### src/rtl/dcache_port_arbiter_pkg.sv
// Shared types and constants for the data-cache port arbiter.
package dcache_port_arbiter_pkg;

  localparam int unsigned ADDR_W           = 32;
  localparam int unsigned DATA_W           = 32;
  localparam int unsigned WT_W             = 4;
  localparam int unsigned STATE_W          = 2;
  localparam int unsigned STARVE_LIMIT_DEF = 4;

  // Arbiter FSM encoding
  localparam logic [STATE_W-1:0] ARB_IDLE = 2'd0;
  localparam logic [STATE_W-1:0] ARB_REQ  = 2'd1;
  localparam logic [STATE_W-1:0] ARB_WAIT = 2'd2;

  // Requester ids
  localparam logic PORT_LSU = 1'b0;
  localparam logic PORT_SB  = 1'b1;

  // Request fields latched at grant and driven to the cache
  typedef struct packed {
    logic              op;
    logic [ADDR_W-1:0] addr;
    logic              signed_ext;
    logic [WT_W-1:0]   write_type;
    logic [DATA_W-1:0] wdata;
  } req_fields_t;

endpackage

### src/rtl/dcache_port_arbiter_arb_pick.sv
// Starvation-aware two-port priority pick: port 0 preferred, port 1 wins
// once port 0 has taken STARVE_LIMIT consecutive grants while port 1 waited.
module dcache_port_arbiter_arb_pick #(
  parameter int unsigned STARVE_LIMIT = 4
) (
  input  logic clk,
  input  logic rstn,
  input  logic arb_en_i,
  input  logic req0_i,
  input  logic req1_i,
  output logic grant0_c_o,
  output logic grant1_c_o
);

  localparam int unsigned           CNT_W = $clog2(STARVE_LIMIT + 1);
  localparam logic [CNT_W-1:0]      LIMIT = CNT_W'(STARVE_LIMIT);

  logic [CNT_W-1:0] starve_cnt_q, starve_cnt_d;
  logic             starved;

  // Grant decision and starvation counter update
  always_comb begin
    starved      = (starve_cnt_q == LIMIT);
    grant1_c_o   = arb_en_i && req1_i && (!req0_i || starved);
    grant0_c_o   = arb_en_i && req0_i && !grant1_c_o;
    starve_cnt_d = starve_cnt_q;
    if (grant1_c_o || (grant0_c_o && !req1_i)) begin
      starve_cnt_d = '0;
    end else if (grant0_c_o && !starved) begin
      starve_cnt_d = starve_cnt_q + CNT_W'(1);
    end
  end

  // Starvation counter register
  always_ff @(posedge clk or negedge rstn) begin
    if (!rstn) begin
      starve_cnt_q <= '0;
    end else begin
      starve_cnt_q <= starve_cnt_d;
    end
  end

endmodule

### src/rtl/dcache_port_arbiter.sv
// Shares the data-cache request port between the LSU (port 0) and the
// store-buffer drain (port 1); one transaction outstanding, flush squashes
// port-0 responses without breaking the cache handshake.
module dcache_port_arbiter
  import dcache_port_arbiter_pkg::*;
#(
  parameter int unsigned STARVE_LIMIT = STARVE_LIMIT_DEF
) (
  input  logic              clk,
  input  logic              rstn,
  input  logic              flush_by_writeback,

  input  logic              req0_valid,
  input  logic              req0_op,
  input  logic [ADDR_W-1:0] req0_addr,
  input  logic              req0_signed_ext,
  input  logic [WT_W-1:0]   req0_write_type,
  input  logic [DATA_W-1:0] req0_wdata,
  output logic              req0_ready,
  output logic              resp0_valid,
  output logic [DATA_W-1:0] resp0_rdata,

  input  logic              req1_valid,
  input  logic              req1_op,
  input  logic [ADDR_W-1:0] req1_addr,
  input  logic              req1_signed_ext,
  input  logic [WT_W-1:0]   req1_write_type,
  input  logic [DATA_W-1:0] req1_wdata,
  output logic              req1_ready,
  output logic              resp1_valid,
  output logic [DATA_W-1:0] resp1_rdata,

  output logic              valid,
  output logic              op,
  output logic [ADDR_W-1:0] addr,
  output logic              signed_ext,
  output logic [WT_W-1:0]   write_type,
  output logic [DATA_W-1:0] w_data_CPU,
  input  logic              addr_valid,
  input  logic              data_valid,
  input  logic [DATA_W-1:0] r_data_CPU
);

  logic [STATE_W-1:0] state_q, state_d;
  logic               owner_q, owner_d;
  logic               killed_q, killed_d;
  logic               valid_q, valid_d;
  req_fields_t        fields_q, fields_d;
  logic               resp0_valid_q, resp0_valid_d;
  logic               resp1_valid_q, resp1_valid_d;
  logic [DATA_W-1:0]  resp0_rdata_q, resp0_rdata_d;
  logic [DATA_W-1:0]  resp1_rdata_q, resp1_rdata_d;

  logic               req0_eff_c;
  logic               arb_en_c;
  logic               grant0_c, grant1_c;
  logic               done_c, kill_now_c;
  req_fields_t        req0_fields_c, req1_fields_c;

  assign req0_fields_c = '{op: req0_op, addr: req0_addr, signed_ext: req0_signed_ext,
                           write_type: req0_write_type, wdata: req0_wdata};
  assign req1_fields_c = '{op: req1_op, addr: req1_addr, signed_ext: req1_signed_ext,
                           write_type: req1_write_type, wdata: req1_wdata};

  // A flushing LSU is invisible to arbitration
  assign req0_eff_c = req0_valid && !flush_by_writeback;
  assign arb_en_c   = (state_q == ARB_IDLE);

  dcache_port_arbiter_arb_pick #(
    .STARVE_LIMIT (STARVE_LIMIT)
  ) u_arb_pick (
    .clk        (clk),
    .rstn       (rstn),
    .arb_en_i   (arb_en_c),
    .req0_i     (req0_eff_c),
    .req1_i     (req1_valid),
    .grant0_c_o (grant0_c),
    .grant1_c_o (grant1_c)
  );

  assign req0_ready  = grant0_c;
  assign req1_ready  = grant1_c;

  assign valid       = valid_q;
  assign op          = fields_q.op;
  assign addr        = fields_q.addr;
  assign signed_ext  = fields_q.signed_ext;
  assign write_type  = fields_q.write_type;
  assign w_data_CPU  = fields_q.wdata;
  assign resp0_valid = resp0_valid_q;
  assign resp0_rdata = resp0_rdata_q;
  assign resp1_valid = resp1_valid_q;
  assign resp1_rdata = resp1_rdata_q;

  // Next-state, latch, kill and response logic
  always_comb begin
    state_d       = state_q;
    owner_d       = owner_q;
    killed_d      = killed_q;
    valid_d       = valid_q;
    fields_d      = fields_q;
    resp0_valid_d = 1'b0;
    resp1_valid_d = 1'b0;
    resp0_rdata_d = resp0_rdata_q;
    resp1_rdata_d = resp1_rdata_q;
    done_c        = 1'b0;
    kill_now_c    = (state_q != ARB_IDLE) && (owner_q == PORT_LSU) && flush_by_writeback;

    case (state_q)
      ARB_IDLE: begin
        if (grant0_c || grant1_c) begin
          owner_d  = grant1_c ? PORT_SB : PORT_LSU;
          fields_d = grant1_c ? req1_fields_c : req0_fields_c;
          killed_d = 1'b0;
          valid_d  = 1'b1;
          state_d  = ARB_REQ;
        end
      end
      ARB_REQ: begin
        if (addr_valid) begin
          valid_d = 1'b0;
          if (data_valid) begin
            done_c = 1'b1;
          end else begin
            state_d = ARB_WAIT;
          end
        end
      end
      ARB_WAIT: begin
        if (data_valid) begin
          done_c = 1'b1;
        end
      end
      default: begin
        state_d = ARB_IDLE;
        valid_d = 1'b0;
      end
    endcase

    if (kill_now_c) begin
      killed_d = 1'b1;
    end

    // Killed transactions complete silently
    if (done_c) begin
      state_d = ARB_IDLE;
      if (!(killed_q || kill_now_c)) begin
        if (owner_q == PORT_SB) begin
          resp1_valid_d = 1'b1;
          resp1_rdata_d = r_data_CPU;
        end else begin
          resp0_valid_d = 1'b1;
          resp0_rdata_d = r_data_CPU;
        end
      end
    end
  end

  // State and output registers
  always_ff @(posedge clk or negedge rstn) begin
    if (!rstn) begin
      state_q       <= ARB_IDLE;
      owner_q       <= PORT_LSU;
      killed_q      <= 1'b0;
      valid_q       <= 1'b0;
      fields_q      <= '0;
      resp0_valid_q <= 1'b0;
      resp1_valid_q <= 1'b0;
      resp0_rdata_q <= '0;
      resp1_rdata_q <= '0;
    end else begin
      state_q       <= state_d;
      owner_q       <= owner_d;
      killed_q      <= killed_d;
      valid_q       <= valid_d;
      fields_q      <= fields_d;
      resp0_valid_q <= resp0_valid_d;
      resp1_valid_q <= resp1_valid_d;
      resp0_rdata_q <= resp0_rdata_d;
      resp1_rdata_q <= resp1_rdata_d;
    end
  end

endmodule

### config.mk
export PLATFORM = sky130hd
export DESIGN_NAME = dcache_port_arbiter
export DESIGN_NICKNAME = d
export VERILOG_FILES = /design/src/rtl/dcache_port_arbiter_pkg.sv /design/src/rtl/dcache_port_arbiter_arb_pick.sv /design/src/rtl/dcache_port_arbiter.sv
export SDC_FILE = /design/constraint.sdc
export NUM_CORES = 1
export LEC_CHECK = 0
export BUFFER_PORTS_ARGS = -buffer_cell sky130_fd_sc_hd__buf_2
export CORE_MARGIN = 10
export CORE_UTILIZATION = 41
export CTS_BUF_LIST = sky130_fd_sc_hd__clkbuf_16
export CTS_CLUSTER_DIAMETER = 200
export DETAILED_ROUTE_END_ITERATION = 7
export PLACE_DENSITY = 0.76
export SYNTH_ARGS = -nofsm -noshare
export SYNTH_HDL_FRONTEND = slang
export SYNTH_SLANG_ARGS = --single-unit
### constraint.sdc
create_clock -name clk -period 1.95 [get_ports clk]
set_clock_uncertainty 0.1 [all_clocks]
set_input_delay 0.2925 -clock clk [delete_from_list [all_inputs] [get_ports clk]]
set_output_delay 0.2925 -clock clk [all_outputs]
set_load 0.02 [all_outputs]
==> results <==
- The flow ran to the end, but the final reports show violations.
- The final reports fail on setup timing.
- Measured along the y axis, the die boundary spans 143 um.
- The share of the yosys chip area belonging to registers is 0.580.
- The number of nets with antenna violations after routing is 0.
- For this configuration, the core starts out at a cell density of 0.423.
- The launching element type of the critical path is a flop.
- Counting the buffers created by CTS gives 17.
- The reported leakage power is 4.73 nW.
- The via count of the first global-routing pass was 5,456.
- The clock reaches the later pin of the worst-skew pair after 0.41 ns.
- The site row count is 44.
- The largest fanout of any net on the critical path is 9.
- Setup violations remaining at the end of the flow were counted as 33.
- The clock transition at the register clock pins on the worst setup and hold paths after CTS is 0.07 ns.
- In the post-route analysis, the smallest setup slack over all paths is -0.112 ns.
- Of the post-synthesis cell area, the dominant cell type holds 0.580.
- The endpoint type of the worst setup path is a flop.
- The final-report max-slew violation count is 0.
- The slowest stage of the critical path is the dfrtp_1 cell.
- Walking the worst path, the cells encountered are inv_2, ha_4, nand2_4, nor3_4, nor3b_4, buf_6, buf_12, mux2_2.
- Port buffering added 317 buffers.
- By count the netlist is led by dfrtp_1 (144), nand2_1 (79), mux2i_1 (71).
- At the worst endpoint, the required time is 2.14 ns.
- The number of unique standard cell types used by synthesis is 28.
- After synthesis, the share of flip-flops with an asynchronous set or reset is 1.00.
- The core outline area is approximately 15,000 um2.
- The relative slew slack is 0.738.
- 318 I/O pins were placed.
- The first-pass GRT wire length is 28,900 um.
- The area overhead of the layout relative to synthesis is 47.7%.
- The number of synthesized flops with an enable pin is 0.
- The number of detailed-routing iterations run before antenna repair is 4.
- The worst vdd rail ir drop is approximately 0.78 mV.
- Setup repair after global routing could not meet its margin everywhere.
- The Yosys step of the flow raised 0 warnings.
- In this design, the stage delay of the slowest critical-path cell is between 0.3 and 0.4 ns.
- The count of endpoints failing hold in the final timing report was 0.
- The routed layout has approximately 5,100 vias.
- In the finished design, the share of the clock period the worst path needs comes to 1.06.
- Once placement completed, the tool counted placed cells totaling 999.
- The data arrival time of the worst path is about 2.3 ns.
- For this run, the leading register cell type out of synthesis is dfrtp_1.
- At the pin with the least slew margin, the transition time is 0.394 ns.
- After synthesis the cells add up to 6210 um2.
- The die width is 143 um.
- The tree built by TritonCTS fans out to 144 sinks.
- Dividing the detail-routed wire length by the instance count gives 18.3 um.
- The floorplan die area is 20,500 um2.
- Entering global routing, the biggest net connects 71 pins.
- The routed design could run at a clock period as short as 2.06 ns.
- The worst setup slack before clock tree synthesis is -0.0343 ns.
- The aggregate global-route resource usage is 0.178.
- By instance count, the leading cell after synthesis is dfrtp_1.
- The post-synthesis register bit count is 144.
- After synthesis, the cell types taking the most area are dfrtp_1 (58%), mux2_2 (12%), mux2i_1 (11%).
- The post-detailed-placement half-perimeter wirelength is 14,000 um.
- The design draws 15.4 mW.
- The worst flop-to-flop path endpoint is resp0_rdata[9].
- TritonCTS built the clock tree.
- The count of routing violations after the opening detailed-route iteration is 232.
- The register-to-register setup slack is -0.11 ns.
- For this run, the post-layout net count is about 1,000.
- The maximum achievable frequency is 485 MHz.
- Using the TritonRoute via totals, the vias-per-cell ratio works out to about 4.8.
- The overflow left after global routing is 0.
- The cell count after synthesis is 505.
- The worst hold path stage count is 2.
- The maximum number of buffers from clock root to sink is 2.
- The launch point of the worst reg-to-reg path is state_q[1].
- Of the cells placed in the final design, the portion with a size suffix greater than 1 is 0.551.
- The net count after synthesis is just under 700.
- The finished layout holds about 1,100 standard cells, fillers aside.
- For this run, the share of the core covered by cells in the final layout is 0.624.
- Counting the fill cells in the layout gives around 1,100.
- The setup path with the least slack is of type flop to flop.
- The worst reg-to-reg path cell count is 8.
- The worst hold path begins at r_data_CPU[3].
- The class of the worst hold path is input port to flop.
- The worst min-delay path endpoint is resp0_rdata[3].
- The depth of the CTS H-tree is 4.
- The max-cap check violation count is 0.
- The number of antenna violations at the first check in global routing was 1.
- The CTS root buffer is clkbuf_16.
- Dividing total power by cell area gives a power density of approximately 1700 nW/um2.
- The biggest area contributor in the post-synthesis netlist is dfrtp_1.
- A synthesized cell averages 12.3 um2.
- The final weighted congestion in routability-driven placement is 0.759.
- The final layout contains routed wiring with a total length of slightly below 20,000 um.
- The remaining routing DRC violations is 0.
-- cell usage in the layout (no fill, tap or decap), types with 2 or more instances in the layout --
cell type | netlist | final
nor2_1 | 3 | 3
mux2i_2 | 0 | 2
o21ai_0 | 62 | 62
dfrtp_1 | 144 | 144
buf_8 | 0 | 3
o21ai_1 | 12 | 12
nand2_4 | 0 | 2
buf_12 | 0 | 12
nor2b_1 | 3 | 3
inv_1 | 9 | 6
nand2_1 | 79 | 74
nand2_2 | 0 | 3
inv_8 | 0 | 2
clkbuf_16 | 0 | 21
mux2_2 | 64 | 45
buf_2 | 11 | 314
inv_6 | 0 | 6
clkinv_2 | 0 | 2
clkinvlp_4 | 0 | 3
ha_4 | 0 | 3
ha_1 | 6 | 2
mux2_4 | 0 | 20
buf_6 | 10 | 5
a21oi_1 | 7 | 5
buf_4 | 1 | 23
mux2i_1 | 71 | 69
inv_2 | 0 | 3
-- sequential cells by signal, summed over array words and instances, names as in the netlist, 2 cells and up --
signal and flops:
w_data_CPU 32, state_q 2, write_type 4, resp0_rdata 32
u_arb_pick.starve_cnt_q 3, resp1_rdata 32, addr 32
-- where the power goes --
part / internal (mW) / switching (mW) / total, mW / leakage [nW]
clock: 1.79 / 1.35 / 3.15 / 0.275
sequential: 4.38 / 0.720 / 5.10 / 1.81
combinational: 3.01 / 4.16 / 7.17 / 2.65
total: 9.19 / 6.23 / 15.4 / 4.73
-- timing repair --
item / 4_1_cts / 5_1_grt
setup buffers: 11 / 4
cloned: 2 / 4
resized for setup: 36 / 17
hold buffers: 1 / 0
setup endpoints to repair: 34 / 95
hold endpoints to repair: 138 / 0
pin swaps: 0 / 5
-- cell families after synthesis --
logic type / share of synthesized area
flip-flops: 0.580
multiplexers: 0.232
AO/OA/AOI/OAI: 0.0762
AND/OR/NAND/NOR: 0.0596
buffers and inverters: 0.0397
adder cells (fa/ha/maj): 0.0121
-- critical path: cells and delay by family (launching register included) --
kind                       cells  cell delay [ns]
DFF                            1             0.36
and+or+nand+nor                3             0.49
muxes                          1             0.34
adders and majority gates      1             0.28
buffers and inverters          3             0.37
-- stage by stage --
step	area (um2)	TNS [ns]	hold slack, ns
after floorplan	6220	-0.319	-0.103
after global placement	8150	0	0.0579
after detailed placement	8150	-0.715	0.0533
after CTS	9040	-1.52	0.0000210
after global routing	9170	-6.48	0.0124
final	9170	-2.85	0.0245
-- worst max-delay path by stage --
stage                            endpoint       start  cells past startpoint  slack (ns)
after floorplan           resp0_rdata[10]  state_q[0]                      7       -0.01
after global placement    resp0_rdata[30]  state_q[0]                      7       0.003
after detailed placement  resp0_rdata[23]  state_q[1]                      7       -0.03
after CTS                 resp0_rdata[31]  state_q[1]                      9       -0.08
after global routing      resp0_rdata[31]  state_q[1]                      8       -0.22
final                      resp0_rdata[9]  state_q[1]                      8       -0.11
-- layer usage --
layer,wire length (um),share of wire,GRT usage,vias to the layer above
met5,13,0.00067,0,-
met3,2270,0.12,0.0862,20
met4,260,0.013,0.0537,2
met2,9600,0.50,0.304,229
met1,7150,0.37,0.190,2371
li1,-,-,-,2448
-- area by class of cell --
cell class | count | area (um2) | area share
flip-flops and latches | 144 | 3600 | 0.393
multi-input cells | 320 | 2530 | 0.276
repair buffers | 362 | 2200 | 0.239
clock buffers | 17 | 425 | 0.0464
well taps | 184 | 230 | 0.0251
clock inverters | 15 | 146 | 0.0160
inverters | 9 | 33.8 | 0.00368
diodes | 1 | 2.50 | 0.000273
(Power assumes the default switching activity.)
